<file path="config.mk">
export PLATFORM = sky130hd
export DESIGN_NAME = light_sequencer
export DESIGN_NICKNAME = d
export VERILOG_FILES = /design/src/rtl/light_sequencer.sv
export SDC_FILE = /design/constraint.sdc
export NUM_CORES = 1
export LEC_CHECK = 0
export ABC_AREA = 1
export CORE_UTILIZATION = 25
export DETAILED_ROUTE_END_ITERATION = 10
export HOLD_SLACK_MARGIN = 0.15
export MAX_ROUTING_LAYER = met4
export PLACE_DENSITY = 0.5
export SLEW_MARGIN = 15
export SYNTH_ARGS = -nofsm -noshare
export SYNTH_HDL_FRONTEND = slang
export SYNTH_SLANG_ARGS = --single-unit
</file>
<file path="constraint.sdc">
create_clock -name clk -period 1.7 [get_ports clk]
set_input_delay 0.51 -clock clk [delete_from_list [all_inputs] [get_ports clk]]
set_output_delay 0.51 -clock clk [all_outputs]
set_load 0.02 [all_outputs]
</file>
<file path="src/rtl/light_sequencer.sv">
// light_sequencer
// Steps a 3-bit {R,G,B} colour code through 001..111 and presents it as a
// 24-bit light word. Stepping is either manual (one step per debounced
// button press) or automatic (one step every DWELL cycles). The block owns
// button synchronising, debouncing, the dwell timer and the mode FSM.
// Reset is asynchronous and active-low on the rst port.

module light_sequencer #(
    parameter logic [15:0] DEBOUNCE = 16'd50000,   // stable synced cycles per press/release (>=1)
    parameter logic [31:0] DWELL    = 32'd5000000  // cycles each colour is held in auto mode (>=2)
) (
    input  logic        clk,
    input  logic        rst,
    input  logic        button,
    input  logic        enable,
    input  logic        auto_mode,
    input  logic        sel,
    output logic [2:0]  colour,
    output logic [23:0] light,
    output logic        step
);

    // ------------------------------------------------------------------
    // Derived constants
    // ------------------------------------------------------------------
    localparam int unsigned     TW         = $clog2(DWELL);
    localparam logic [TW-1:0]   TIMER_LAST = TW'(DWELL - 32'd1);
    localparam logic [TW-1:0]   TIMER_ONE  = TW'(1);
    localparam logic [15:0]     DEB_LAST   = DEBOUNCE - 16'd1;

    typedef enum logic [1:0] {
        S_OFF    = 2'd0,
        S_MANUAL = 2'd1,
        S_AUTO   = 2'd2
    } state_t;

    // ------------------------------------------------------------------
    // Button synchroniser
    // ------------------------------------------------------------------
    logic btn_meta;
    logic btn_sync;

    // Two-flop synchroniser for the raw asynchronous button.
    always_ff @(posedge clk or negedge rst) begin
        if (!rst) begin
            btn_meta <= 1'b0;
            btn_sync <= 1'b0;
        end else begin
            // NOTE: non-blocking assignments here make both flops sample the
            // pre-edge values, giving a true two-stage shift instead of one.
            btn_meta <= button;
            btn_sync <= btn_meta;
        end
    end

    // ------------------------------------------------------------------
    // Debouncer
    // ------------------------------------------------------------------
    // While armed the debouncer waits for DEBOUNCE consecutive synced 1s and
    // then emits one press; while disarmed it waits for DEBOUNCE consecutive
    // synced 0s and then re-arms. The level being waited for is therefore
    // the armed flag itself, and any deviation from it restarts the count.
    logic        armed;
    logic [15:0] deb_cnt;
    logic        deb_match;
    logic        deb_done;
    logic        press;

    assign deb_match = (btn_sync == armed);
    assign deb_done  = deb_match && (deb_cnt == DEB_LAST);

    // Debounce counter, arm/disarm flag and the registered press pulse.
    always_ff @(posedge clk or negedge rst) begin
        if (!rst) begin
            armed   <= 1'b1;
            deb_cnt <= 16'd0;
            press   <= 1'b0;
        end else begin
            // The press is registered once so the colour moves on edge
            // DEBOUNCE+3 after the button is first sampled high.
            press <= deb_done && armed;
            if (!deb_match) begin
                deb_cnt <= 16'd0;
            end else if (deb_done) begin
                deb_cnt <= 16'd0;
                armed   <= ~armed;
            end else begin
                deb_cnt <= deb_cnt + 16'd1;
            end
        end
    end

    // ------------------------------------------------------------------
    // Sequencer FSM
    // ------------------------------------------------------------------
    state_t          state_q;
    state_t          state_d;
    logic [2:0]      colour_q;
    logic [2:0]      colour_d;
    logic [TW-1:0]   timer_q;
    logic [TW-1:0]   timer_d;
    logic            step_q;
    logic            step_d;
    logic [2:0]      colour_next;
    logic            timer_expired;

    // Advance order is 001..111 then back to 001; 000 is reserved for off.
    assign colour_next   = (colour_q == 3'b111) ? 3'b001 : colour_q + 3'd1;
    assign timer_expired = (timer_q == TIMER_LAST);

    // State, colour, dwell timer and step pulse registers.
    always_ff @(posedge clk or negedge rst) begin
        if (!rst) begin
            state_q  <= S_OFF;
            colour_q <= 3'b000;
            timer_q  <= '0;
            step_q   <= 1'b0;
        end else begin
            state_q  <= state_d;
            colour_q <= colour_d;
            timer_q  <= timer_d;
            step_q   <= step_d;
        end
    end

    // Next-state logic: enable dominates, then mode changes, then advances.
    always_comb begin
        // NOTE: every output of this block gets a default before any branch,
        // so no path can leave a signal unassigned and infer a latch.
        state_d  = state_q;
        colour_d = colour_q;
        timer_d  = timer_q;
        step_d   = 1'b0;

        if (!enable) begin
            // Switching off wins over any pending press or timer expiry.
            state_d  = S_OFF;
            colour_d = 3'b000;
            timer_d  = '0;
        end else begin
            case (state_q)
                S_OFF: begin
                    // Power-up colour is 001 and is not reported as a step.
                    state_d  = auto_mode ? S_AUTO : S_MANUAL;
                    colour_d = 3'b001;
                    timer_d  = '0;
                end

                S_MANUAL: begin
                    if (auto_mode) begin
                        // Mode change keeps the colour and starts a fresh dwell.
                        state_d = S_AUTO;
                        timer_d = '0;
                    end else if (press) begin
                        colour_d = colour_next;
                        step_d   = 1'b1;
                    end
                end

                S_AUTO: begin
                    if (!auto_mode) begin
                        state_d = S_MANUAL;
                        timer_d = '0;
                    end else if (press || timer_expired) begin
                        // A press landing on expiry still yields one advance.
                        colour_d = colour_next;
                        timer_d  = '0;
                        step_d   = 1'b1;
                    end else begin
                        timer_d = timer_q + TIMER_ONE;
                    end
                end

                default: begin
                    state_d  = S_OFF;
                    colour_d = 3'b000;
                    timer_d  = '0;
                end
            endcase
        end
    end

    // ------------------------------------------------------------------
    // Outputs
    // ------------------------------------------------------------------
    assign colour = colour_q;
    assign step   = step_q;

    // Each colour bit fans out to a full 8-bit channel; sel=0 forces white.
    assign light = sel ? {{8{colour_q[2]}}, {8{colour_q[1]}}, {8{colour_q[0]}}}
                       : 24'hFF_FFFF;

endmodule

</file>
-- Yosys cells after proc, flatten, opt, wreduce, memory -nomap -nowiden
Cells that the tools add are included.
- bitwise gates (word level): 1
- muxes and demuxes: 26
- reductions and logical operators: 7
- add/subtract/negate cells: 3
- equal/unequal tests: 12
- operators by type and width (cell ; count):
    two-way mux 23 bit ; 4
    case mux 23 bit (2 select lines) ; 1
    two-way mux 16 bit ; 2
    two-way mux 24 bit ; 1
    adder 23 x 1 -> 23 bit (second input constant) ; 1
    == test 23 bit (second input constant) ; 1
    two-way mux 3 bit ; 6
    != test 3 bit (second input constant) ; 6
    adder 16 x 1 -> 16 bit (second input constant) ; 1
    == test 16 bit (second input constant) ; 1
    case mux 3 bit (3 select lines) ; 1
    two-way mux 2 bit ; 4
    case mux 2 bit (3 select lines) ; 1
    two-way mux 1 bit ; 5
    AND reduction 2 bit ; 2
    AND reduction 4 bit ; 1
    adder 3 x 1 -> 3 bit (second input constant) ; 1
    == test 3 bit (second input constant) ; 1
    == test 2 x 1 -> 1 bit (second input constant) ; 1
    == test 2 bit (second input constant) ; 1
    logical AND 1 bit ; 2
    zero test 2 bit ; 1
    case mux 1 bit (2 select lines) ; 1
    == test 1 bit ; 1
    2 further kinds ; 2
- bits of input ports: 6
- word-level logic and storage cells: 58
- output and inout port bits: 28
- bits in registers: 49

-- Longest topological paths before layout
Gate-level depths: netlist of the first run.
- depth in word-level cells: 6
- mapped depth: 10
- depth with buffers taken out: 10

-- Least setup slack after synthesis of the first run
OpenSTA, ideal clock, no wires.
- kind: reg2out
- from: register colour_q[0], in the netlist colour[0]
- to: output light[1]
- arrival: 1.026 ns
- slack: 0.164 ns
- buffers on the path: 1
- data required time: 1.190 ns
- cell stages (with the launch flop): 4
- path through: dfrtp_1 -> inv_1 -> nand2_1 -> buf_4
- word-level cells in the longest chain between the ends: 1
- RTL lines (element ; line ; RTL):
    from (decl) ; 98 ; logic [2:0] colour_q;
    from (signal assigned) ; 120 ; colour_q <= colour_d;
    two-way mux 24 bit ; 190 ; assign light = sel ? {{8{colour_q[2]}}, {8{colour_q[1]}}, {8{colour_q[0]}}}
    to (decl) ; 19 ; output logic [23:0] light,
Every way passes these cells.

-- Worst setup path in the final report of the first run
- from: register colour_q[1], in the netlist colour[1]
- to: output colour[1]
- RTL lines (element ; line ; RTL):
    to (decl) ; 18 ; output logic [2:0] colour,
No word-level cell between the ends.

==> results of run 1 <==
==> metal layers <==
layer / vias up / part of all wire, % / track usage, %
met4: 0 / 1.7 / 4.416
met1: 1206 / 48 / 15.08
met5: - / 0 / -
li1: 1376 / - / -
met2: 55 / 45 / 18.94
met3: 5 / 5.2 / 2.338
==> registers in the layout (all words and copies together) (netlist names) <==
signal    count
armed         1
btn_meta      1
btn_sync      1
colour        3
deb_cnt      16
press         1
state_q       2
step          1
timer_q      23
==> cell usage after synthesis, drive strengths merged (7+ instances only) <==
master | instances | area, um^2
ha | 8 | 100.1
nand2 | 100 | 400.4
dfrtp | 48 | 1201
nand3 | 44 | 240.2
nor3 | 19 | 100.1
o21ai | 12 | 60.05
a21oi | 10 | 53.80
inv | 54 | 202.7
buf | 25 | 183.9
xor2 | 12 | 112.6
nor2 | 55 | 265.3
nand4 | 7 | 43.79
==> repair_timing <==
action                                  in CTS  in global routing
endpoints found under the setup margin      28                 12
endpoints found under the hold margin       10                  0
hold buffers                                 1                  0
gates resized for setup                    104                  5
pin swaps                                    0                  0
==> area by class of cell <==
type	instances	area, um^2
inverters	54	205.2
well taps	168	210.2
repair buffers	60	429.2
multi-input cells	285	1528
fillers	1334	8344
clock buffers	6	128.9
flip-flops and latches	49	1227
clock inverters	2	38.79
==> cell families (layout without fill, tap and decap cells) <==
group,after synthesis,count (layout),share of synthesized area [%]
XOR/XNOR,18,18,5.282
flip-flops,49,49,39.26
AO/OA/AOI/OAI,28,28,5.002
buffers and inverters,79,122,12.36
AND/OR/NAND/NOR,231,231,34.89
adder cells (fa/ha/maj),8,8,3.201
==> metrics by stage <==
stage / std cells / utilization (%) / hold slack (ns) / setup slack [ns] / total power [mW]
after floorplan: 413 / - / 0.2144 / 0.1635 / 1.941
after global placement: 615 / 30.54 / 0.3341 / -0.6026 / 2.323
after detailed placement: 615 / 30.54 / 0.3386 / -0.6358 / 2.331
after CTS: 624 / 31.02 / 0.3547 / 0.05104 / 3.392
after global routing: 624 / 31.11 / 0.3649 / 0.001925 / 3.539
final: 624 / 31.11 / 0.3512 / 0.06514 / 3.332
==> critical path, cell delays in order (launching register included) <==
cell	delay, ns
dfrtp_1	0.38
buf_4	0.14
dlygate4sd2_1	0.32
==> path summary, 6_finish.rpt <==
path | startpoint | endpoint | slack, ns | depth (start not counted)
min in group asynchronous | rst | deb_cnt[1] | 0.66 | 2
hold reg to reg | btn_meta | btn_sync | 0.35 | 0
setup reg to reg | timer_q[1] | timer_q[14] | 0.15 | 8
setup / recovery | colour[1] | colour[1] | 0.07 | 2
max in group asynchronous | rst | armed | 0.53 | 3
hold / removal | btn_meta | btn_sync | 0.35 | 0
==> placed cells by master, fill, tap and decap left out, types with 7 or more instances in the layout <==
| cell type | synthesis | routed |
|---|---|---|
| a21oi_1 | 9 | 9 |
| buf_2 | 3 | 25 |
| buf_4 | 21 | 24 |
| dfrtp_1 | 48 | 48 |
| ha_1 | 8 | 8 |
| inv_1 | 50 | 50 |
| nand2_1 | 94 | 91 |
| nand2_2 | 4 | 7 |
| nand3_1 | 40 | 39 |
| nand4_1 | 7 | 7 |
| nor2_1 | 45 | 44 |
| nor3_1 | 18 | 18 |
| o21ai_0 | 9 | 8 |
| xor2_1 | 11 | 11 |
==> where the power goes <==
part,internal [mW],switching (mW)
combinational,0.362,0.581
sequential,1.22,0.0333
clock,0.698,0.439
==> out/summary.txt, run 1 <==
H-tree levels = 2
number of synthesized flops with an enable pin = 0
antenna viol nets, final = 0
Fin. Hold Viols = 0
Worst Tran Pin Value = 0.4255 ns
Syn Std Cell Area = 0.003127 mm^2
Die Ht = 113.8 um
Top FF cell, synth = dfrtp_1
Inserted Diodes = 0
antenna violations before repair = 0
max_cap viols = 0
Die Wd = 113.8 um
CP Launch Type = flip-flop
Max Slew Vio Count = 0
dpl cell area = 0.003699 mm^2
full die area = 0.01296 mm^2
Iter 0 DRT Violations = 103
Cells after Synth = 413
clk buf depth = 2
Yosys cell types = 35
worst rel slew slack = 71.63%
Syn-to-layout area delta = 20.49%
CTS Root Cell = clkbuf_16
layout cells sized above 1 = 20.39%
vias in the first global route = 2,529
YS warnings = 0
CP Data Required Time = 1.19 ns
fin area = 0.003767 mm^2
Static Leakage = 1.755 nW
Crit Path Category = flip-flop to primary output
unrepaired setup endpoints after global routing = false
Detail Placement HPWL = 5.252 mm
CTS tree = done
largest net degree at the start of global routing = 16
Post-Syn Nets = 427
drt wl/cell = 10.94 um
status = complete, no violations
DRC = 0
worst vdd ir = 0.0003431 V
Tmin final = 1.635 ns
CTS Sinks = 49
part of the cycle the worst path needs = 96.17%
endpoints failing setup = 0
1st-pass router iterations = 4
total track usage = 11.94%
CP Capture Type = primary output
clock-pin slew of the registers on the worst-case setup and hold paths = 0.07 ns
Post-CTS Setup Inserts = 0
total CTS buffers = 5
first-pass GRT wire length = 11.90 mm
post-DR vias/cell = 4.234
Clock Latency Late Sink = 0.29 ns
PortBufs = 33
row count = 40
register area share after synthesis = 39.26%
HP Class = flip-flop to flip-flop
I/O pins = 34
setup TNS = 0 ns
GPL Wtd Cong = 0.7960
asr flop ratio synth = 100.0%
fmax = 611.7 MHz
CP Max Fanout = 3
clk_skew = 0.006639 ns
DRT Wirelength = 6.829 mm
core area = 0.01211 mm^2
mean area per synthesized cell = 7.571 um^2
GRT overflow = 0
layout net count = 469
number of synthesized register bits = 49
Via Count = 2,642
CP Data Arrival Time = 1.12 ns
Starting Density = 25.82%
pwr/cell area = 884.5 mW/mm^2
No activity file was read; power rests on OpenSTA's default activity.
==> inputs of run 2 (changes only) <==
--- a/config.mk
+++ b/config.mk
@@ -10,7 +10,7 @@
 export DETAILED_ROUTE_END_ITERATION = 10
 export HOLD_SLACK_MARGIN = 0.15
 export MAX_ROUTING_LAYER = met4
-export PLACE_DENSITY = 0.5
+export PLACE_DENSITY = 0.51
 export SLEW_MARGIN = 15
 export SYNTH_ARGS = -nofsm -noshare
 export SYNTH_HDL_FRONTEND = slang
==> constraint.sdc (replaced) <==
create_clock -name clk -period 1.5 [get_ports clk]
set_input_delay 0.45 -clock clk [delete_from_list [all_inputs] [get_ports clk]]
set_output_delay 0.45 -clock clk [all_outputs]
set_load 0.02 [all_outputs]
==> run 2 against run 1 <==
  * Setup slack lost 0.017 ns
  * Clock power is essentially flat
  * Sequential share of layout area shrank 3.0 points
  * Critical path depth grew 1
  * Sequential cell count is the same
  * Non-clock buffer count grew 29
  * Sequential power grew 14%
  * Combinational power grew 31%
  * Utilization grew 3.4 points
  * Clock skew shrank 0.0016 ns
  * Clock-buffer cell count shrank 1
  * Critical endpoint is now light[17]
  * Highest routed layer unchanged
==> out/summary.txt, run 2 (synthesis results as in run 1) <==
status = complete, no violations
CP Max Fanout = 8
Max Slew Vio Count = 0
endpoints failing setup = 0
Clock Latency Late Sink = 0.29 ns
CP Cell Sequence = inv_1 -> nand2_4 -> buf_2
1st-pass router iterations = 4
CP Data Required Time = 1.05 ns
DRT Wirelength = 7.152 mm
fmax = 688.8 MHz
core area = 0.01211 mm^2
Die Ht = 113.8 um
Seq. cell area = 0.001235 mm^2
CP Launch Type = flip-flop
antenna viol nets, final = 0
GPL Wtd Cong = 0.8234
clk_skew = 0.005058 ns
CTS Root Cell = clkbuf_16
Multi-input gate area = 0.001695 mm^2
unrepaired setup endpoints after global routing = true
I/O pins = 34
worst rel slew slack = 80.98%
full die area = 0.01296 mm^2
CP Data Arrival Time = 1.00 ns
pwr/cell area = 910.1 mW/mm^2
Most flops, register = timer_q
CP Capture Type = primary output
antenna violations before repair = 0
largest net degree at the start of global routing = 50
CP max stage cell = dfrtp_1
H-tree levels = 2
layout cells sized above 1 = 33.61%
Via Count = 2,751
row count = 40
Starting Density = 25.82%
fill cell count = 1,305
Inserted Diodes = 0
most frequent cells in the layout = nand2_1 (84), buf_4 (59), inv_1 (42), dfrtp_1 (42), nor2_1 (39)
post-DR vias/cell = 4.213
Iter 0 DRT Violations = 120
Static Leakage = 1.937 nW
max_cap viols = 0
HP Class = flip-flop to flip-flop
worst vdd ir = 0.0004131 V
setup TNS = 0 ns
GRT overflow = 0
drt wl/cell = 10.95 um
Tmin final = 1.452 ns
layout net count = 498
Die Wd = 113.8 um
DRC = 0
clk buf depth = 2
CP peak stage delay = 0.38 ns
Worst Tran Pin Value = 0.2832 ns
total chip power = 3.803 mW
total track usage = 12.14%
max FFs per register = 23
part of the cycle the worst path needs = 96.78%
commonest non-fill, non-tap cell in the layout = nand2_1
CTS Sinks = 49
Detail Placement HPWL = 5.351 mm
PortBufs = 33
Fin. Hold Viols = 0
first-pass GRT wire length = 12.22 mm
Syn-to-layout area delta = 33.65%
pre-CTS setup slack = -0.7163 ns
CTS tree = done
clock-pin slew of the registers on the worst-case setup and hold paths = 0.07 ns
total CTS buffers = 5
Crit Path Category = flip-flop to primary output
slack of the critical path = 0.04823 ns
vias in the first global route = 2,687
==> run 2: cell types whose count changed in the layout (fill, tap and decap cells not counted), sizes merged <==
cell,delta
clkinv,+2
dlymetal6s2s,+1
buf,+32
clkdlybuf4s50,-2
dlygate4sd2,-3
clkbuf,-1
bufinv,-1
clkdlybuf4s15,+1
==> run 2: worst paths after layout <==
| path | slack (ns) | endpoint | cells past startpoint | startpoint |
|---|---|---|---|---|
| setup / recovery | 0.05 | light[17] | 3 | colour[2] |
| hold / removal | 0.35 | btn_sync | 0 | btn_meta |
| setup reg to reg | 0.05 | timer_q[13] | 9 | timer_q[1] |
| hold reg to reg | 0.35 | btn_sync | 0 | btn_meta |
| max in group asynchronous | 0.55 | armed | 3 | rst |
| min in group asynchronous | 0.66 | timer_q[16] | 3 | rst |
==> run 2: report_power, final <==
part	switching [mW]	leakage (nW)	internal, mW	total, mW
registers	0.0490	0.660	1.38	1.43
logic	0.719	1.20	0.522	1.24
clock network	0.510	0.0738	0.621	1.13
total	1.28	1.94	2.52	3.80
==> run 2: through the flow <==
| step | cells | hold WS (ns) | utilization, % | cell area (um^2) |
|---|---|---|---|---|
| 2_1_floorplan | 413 | 0.1544 | - | 3127 |
| 3_3_place_gp | 637 | 0.3313 | 31.90 | 3864 |
| 3_5_place_dp | 637 | 0.3402 | 31.90 | 3864 |
| 4_1_cts | 646 | 0.3561 | 32.78 | 3970 |
| 5_1_grt | 653 | 0.3636 | 34.50 | 4179 |
| 6_report | 653 | 0.3524 | 34.50 | 4179 |
==> run 2: worst max-delay path, delay by kind of cell (launching register included) <==
family,cells,cell delay (ns)
buffers and inverters,2,0.26
DFF,1,0.38
and+or+nand+nor,1,0.08
==> run 2: area by class of cell <==
type                    count  share of cell area (%)
flip-flops and latches     49                   29.55
multi-input cells         285                   40.57
clock inverters             3                  0.5389
clock buffers               5                   2.994
inverters                  54                   4.910
repair buffers             89                   16.41
well taps                 168                   5.030
==> run 2: what timing repair did <==
item,CTS,global route
buffers inserted,0,8
hold buffers,1,0
pin swaps,5,17
gates resized for setup,139,52
endpoints found under the hold margin,11,0
endpoints found under the setup margin,53,41
==> run 2: routing by layer <==
| layer | part of all wire [%] | up-vias | GRT usage, % |
|---|---|---|---|
| met3 | 4.2 | 6 | 2.338 |
| met4 | 1.5 | 0 | 4.156 |
| met5 | 0 | - | - |
| li1 | - | 1428 | - |
| met1 | 49 | 1263 | 15.45 |
| met2 | 45 | 54 | 19.35 |
==> variant 1: new RTL, settings of run 2 <==
`DEBOUNCE`: 16'd50000 -> 16'd25000.
--- a/src/rtl/light_sequencer.sv
+++ b/src/rtl/light_sequencer.sv
@@ -6,7 +6,7 @@
 // Reset is asynchronous and active-low on the rst port.
 
 module light_sequencer #(
-    parameter logic [15:0] DEBOUNCE = 16'd50000,   // stable synced cycles per press/release (>=1)
+    parameter logic [15:0] DEBOUNCE = 16'd25000,   // stable synced cycles per press/release (>=1)
     parameter logic [31:0] DWELL    = 32'd5000000  // cycles each colour is held in auto mode (>=2)
 ) (
     input  logic        clk,
Behaviour: no difference found for any inputs over 10 cycles, from zero or initial values and one cycle with rst low; that may be too few to reach the edited logic, so the function may still have changed.
==> variant 1 against run 2 <==
The run now ends with design-rule violations, negative setup slack left; critical path type is now register to register; setup slack worse by 90 ps; cell area down 3.8%; sequential cell count unchanged; synthesized area down 3.3%; wire length down 7.8%; largest cell class unchanged; first-iteration DRC count down 37%; clock skew up 1.3 ps; largest power group unchanged; power up 0.38%.
==> variant 1: results (changes against run 2) <==
Setup path
  • Worst path max stage delay: 350 ps (-30 ps)
  • Critical path fanouts, max: 5 (-3)
  • R2r worst-path depth: 9 (unchanged)
  • CP max-delay cell: dfrtp_1
  • CP Capture Point: deb_cnt[10]
  • RR Startpoint: deb_cnt[1]
  • Worst setup path class: register to register
  • R2r endpoint: deb_cnt[10]
  • Worst Path Arrival: 1720 ps (+720 ps)

Cells and area
  • Layout cell share with drive strength beyond 1: 33.0% (-0.62 points)
  • # nets final: 492 (-1.2%)
  • Area delta synth->final: 32.9%
  • Largest Register: timer_q
  • Fillers: 1,238 (-5.1%)
  • Largest register FFs: 23 (unchanged)
  • Diode count: 0 (unchanged)

Clock tree
  • Root buffer cell: clkbuf_16
  • Clock slew at reported path FFs: 70 ps (about the same)
  • H-tree depth: 2 (unchanged)
  • Clock Path Buffers: 2 (unchanged)
  • CTS buffer count: 5 (unchanged)
  • Worst skew pair latency: 290 ps (about the same)

Status
  • Failing checks: design-rule violations, negative setup slack
  • Status: finished, violations left

Logic synthesis
  • Syn_nets: 421 (-1.4%)
  • Ys async rst share: 100% (unchanged)
  • Distinct cell type count after synthesis: 32 (-8.6%)
  • Most common library cells after synthesis: 98 x nand2_1, 57 x inv_1, 51 x nor2_1
  • Sequential area share after synthesis: 40.6% (+1.3 points)
  • YS warnings: 0 (unchanged)
  • Largest cells by area after synthesis: dfrtp_1 40%, nand2_1 12%, inv_1 7.1%, nor2_1 6.3%, buf_4 5.5%

Min path
  • Min-delay worst type: register to register

Global routing
  • First-pass GRT wire length: 11.3 mm (-7.9%)
  • Initial antenna violation count: 0 (unchanged)
  • Largest net degree at the start of global routing: 50 (unchanged)
  • Gr usage total: 11.2% (-0.98 points)
  • Vias in the first global route: 2,470 (-8.1%)

Drt
  • Detailed Route WL: 6.59 mm (-7.8%)
  • Initial DRC Count: 76 (-37%)
  • Via count: 2,674 (-2.8%)
  • Drt first pass iters: 7 (+3)
  • Final ANT Viol Nets: 0 (unchanged)
  • # DRC: 7 (+7)

Placed design
  • Dpl hpwl: 4.70 mm (-12%)
  • GP Congestion: 0.795 (-3.5%)
  • Cell Area, Placed: 3640 um^2 (-5.9%)
  • Pre-CTS WS: -720 ps (-3.41 ps)

STA
  • Final worst slack: -41.5 ps (-89.8 ps)
  • Worst slew margin: 80.7% (-0.31 points)
  • Setup violations, final: 3 (+3)
  • Clock Skews: 6.31 ps (+1.25 ps)

Power
  • IR drop worst, VDD: 0.000667 V (+61%)
  • Static Leak: 1.87 nW (-3.4%)
## variant 1: cell types whose count changed after synthesis, sizes merged, moves of 4 or more
cell | before | now
a21oi | 10 | 15
inv | 54 | 58
nor2 | 55 | 61
nand2 | 100 | 105
nor3 | 19 | 5
xor2 | 12 | 8
o21ai | 12 | 16
nand3 | 44 | 30
## variant 1: area by class of cell
class / count / area share, %
well taps: 143 / 4.45
repair buffers: 88 / 15.9
multi-input cells: 274 / 38.9
clock buffers: 6 / 3.21
clock inverters: 2 / 0.965
inverters: 60 / 5.94
flip-flops and latches: 49 / 30.6
## variant 1: critical path: cells and delay by family, from the launching register on
kind / cells / cell delay (ps)
AO/OA/AOI/OAI: 1 / 30
adder cells (fa/ha/maj): 1 / 210
buffers and inverters: 1 / 140
flip-flops: 1 / 350
AND/OR/NAND/NOR: 6 / 690
## variant 1: how the worst min path moves through the flow
stage	from	to	slack, ps	cells after the start
floorplan	rst	btn_meta	150	0
global placement	btn_meta	btn_sync	360	0
detailed placement	btn_meta	btn_sync	350	0
CTS	btn_meta	btn_sync	360	0
global route	btn_meta	btn_sync	370	0
finish	btn_meta	btn_sync	370	0
## variant 1: per-stage QoR
stage / TNS [ps] / std cells
5_1_grt: -834 / 622
6_report: -63.1 / 622
2_1_floorplan: 0 / 407
3_5_place_dp: -25960 / 596
3_3_place_gp: -25170 / 596
4_1_cts: 0 / 609
## variant 1: report_power, final
| group | switching [mW] | internal, mW | leakage [nW] |
|---|---|---|---|
| Clock | 0.502 | 0.791 | 0.0810 |
| Sequential | 0.0467 | 1.37 | 0.669 |
| Combinational | 0.630 | 0.473 | 1.12 |
| Total | 1.18 | 2.64 | 1.87 |
## variant 1: per-layer routing
layer | track usage (%) | part of all wire [%]
met2 | 18.1 | 48
met4 | 2.40 | 0.70
met3 | 2.29 | 3.6
met1 | 14.3 | 47
met5 | - | 0
## variant 1: logic make-up after synthesis
kind of cell	after synthesis	share of synthesized area, %
xor gates and xnor gates	12	3.48
DFF	49	40.6
AOI/OAI and AO/OA	38	6.70
adders and majority gates	8	3.31
buffers and inverters	84	13.5
and+or+nand+nor	216	32.4
## variant 1: what timing repair did
item,CTS,global route
setup endpoints to repair,53,63
pin swaps,8,10
endpoints found under the hold margin,3,0
gates resized for setup,127,60
hold buffers,1,0
setup buffers,4,13
==> variant 2: new RTL, config.mk and constraints of run 2 <==
Without the edit above. The 3 states of `state_t` get a one-hot encoding in 3 bits.
--- a/src/rtl/light_sequencer.sv
+++ b/src/rtl/light_sequencer.sv
@@ -28,10 +28,10 @@
     localparam logic [TW-1:0]   TIMER_ONE  = TW'(1);
     localparam logic [15:0]     DEB_LAST   = DEBOUNCE - 16'd1;
 
-    typedef enum logic [1:0] {
-        S_OFF    = 2'd0,
-        S_MANUAL = 2'd1,
-        S_AUTO   = 2'd2
+    typedef enum logic [2:0] {
+        S_OFF    = 3'b001,
+        S_MANUAL = 3'b010,
+        S_AUTO   = 3'b100
     } state_t;
 
     // ------------------------------------------------------------------
Check against the original RTL: no difference found for any inputs over 10 cycles, from zero or initial values and one cycle with rst low; not proved beyond that.
==> variant 2 against run 2 <==
Sequential cell count is 1 higher; wire length up 1.7%; count of clock-buffer cells in the layout is the same; setup slack worse by 34 ps; synthesized area shrank 1.4%; maximum frequency down 2.3%; synthesized cell count is 0.24% higher; cell area increased by 2.6%; first-iteration DRC count is 25% lower; sequential share of layout area is 0.28 points lower; clock skew fell by 2.1 ps.
Power is not compared: it rests on default switching activity, and its combinational part moved more than twofold at a synthesized area within 25%.
==> variant 2: results (changes against run 2) <==
Drt
  • Via count: 2,813 (+2.3%)
  • WL met2: 3.57 mm (+10%)
  • DRT met1 WL: 3.43 mm (-2.4%)
  • Initial DRC Count: 90 (-25%)
  • Detailed Route WL: 7.27 mm (+1.7%)
  • Routed met3 length: 172 um (-42%)
  • Drt first pass iters: 4 (unchanged)
  • Top Layer Used: met4

Power
  • P_int: ~2.3 mW
  • Clk power: 1.27 mW

Logic synthesis
  • Syn_nets: 424 (-0.70%)
  • Synth Area in XOR/XNOR: 4.50% (-0.78 points)
  • Sequential area share after synthesis: 40.7% (+1.4 points)
  • Largest cells by area after synthesis: dfrtp_1 39%, nand2_1 12%, nor2_1 7.5%, inv_1 6.2%, buf_4 5.4%
  • Synthesized-area fraction occupied by adder cells: 1.62% (-1.6 points)
  • Synth Area in Compound Gates: 5.11% (+0.11 points)
  • Ys async rst share: 100% (unchanged)
  • Most common library cells after synthesis: 95 x nand2_1, 62 x nor2_1, 51 x inv_1
  • Distinct cell type count after synthesis: 34 (-2.9%)
  • Gate Count Post-Synth: 414 (+0.24%)

Setup path
  • Worst Setup SP: colour[0]
  • CP Capture Point: light[1]
  • R2r endpoint: timer_q[22]
  • R2R Setup Slk: 20 ps (-30 ps)
  • Worst Path Arrival: 1040 ps (+40 ps)

STA
  • Minimum clock period: 1490 ps (+34.5 ps)
  • Slew at the pin closest to its max-slew limit: 368 ps (+84.4 ps)
  • Fin Hold WS: 363 ps (+10.7 ps)
  • Clock Skews: 2.95 ps (-2.11 ps)

Placed design
  • Cell Area, Placed: 3900 um^2 (+0.94%)
  • Buffers added on ports: 33 (unchanged)
  • GP Congestion: 0.815 (-1.0%)
  • Pre-CTS WS: -767 ps (-50.3 ps)
  • DP Cell Count: 631 (-0.94%)
  • Dpl hpwl: 5.29 mm (-1.0%)

Global routing
  • GR Util met2: 20.9% (+1.6 points)
  • Largest net degree at the start of global routing: 51 (+2.0%)
  • First-pass GRT wire length: 12.5 mm (+2.3%)
  • Met3 Resource Use GR: 2.30% (-0.035 points)
  • Initial antenna violation count: 0 (unchanged)
  • Gr usage total: 12.5% (+0.40 points)
  • Vias in the first global route: 2,721 (+1.3%)
  • M1 GR Usage: 15.4% (-0.077 points)

Clock tree
  • Clock slew at reported path FFs: roughly 60 ps
  • Worst skew pair latency: 290 ps (about the same)
  • CTS buffer count: 5 (unchanged)
  • Clk sinks: 50 (+2.0%)

Status
  • Status: finished, final reports clean

Cells and area
  • # nets final: 513 (+3.0%)
  • Fillers: 1,246 (-4.5%)
  • Final Instance Count excl. Fillers: 650 (-0.46%)
  • Layout cell share with drive strength beyond 1: 35.0% (+1.4 points)

Min path
  • Hold path cells: 0 (unchanged)
[variant 2: repair_timing]
| action | CTS | global route |
|---|---|---|
| endpoints found under the setup margin | 41 | 52 |
| endpoints found under the hold margin | 3 | 0 |
| buffers inserted | 0 | 11 |
| gates resized for setup | 129 | 60 |
| hold buffers | 1 | 0 |
| pin swaps | 7 | 20 |
[variant 2: logic make-up (layout without fill, tap and decap cells)]
kind of cell	after synthesis	count (layout)
DFF	50	50
and+or+nand+nor	238	238
xor gates and xnor gates	15	15
adders and majority gates	4	4
buffers and inverters	80	169
AOI/OAI and AO/OA	27	27
[variant 2: critical path: stages (launching register included)]
cell,delay (ps)
dfrtp_1,400
inv_2,80
nand2_4,90
buf_4,180
[variant 2: area by class of cell]
type,count,area (um^2),area share [%]
Clock inverter,2,38.8,0.905
Clock buffer,5,125,2.92
Tap cell,147,184,4.29
Timing Repair Buffer,106,841,19.6
Multi-Input combinational cell,284,1630,38.0
Sequential cell,50,1250,29.3
Inverter,56,215,5.02
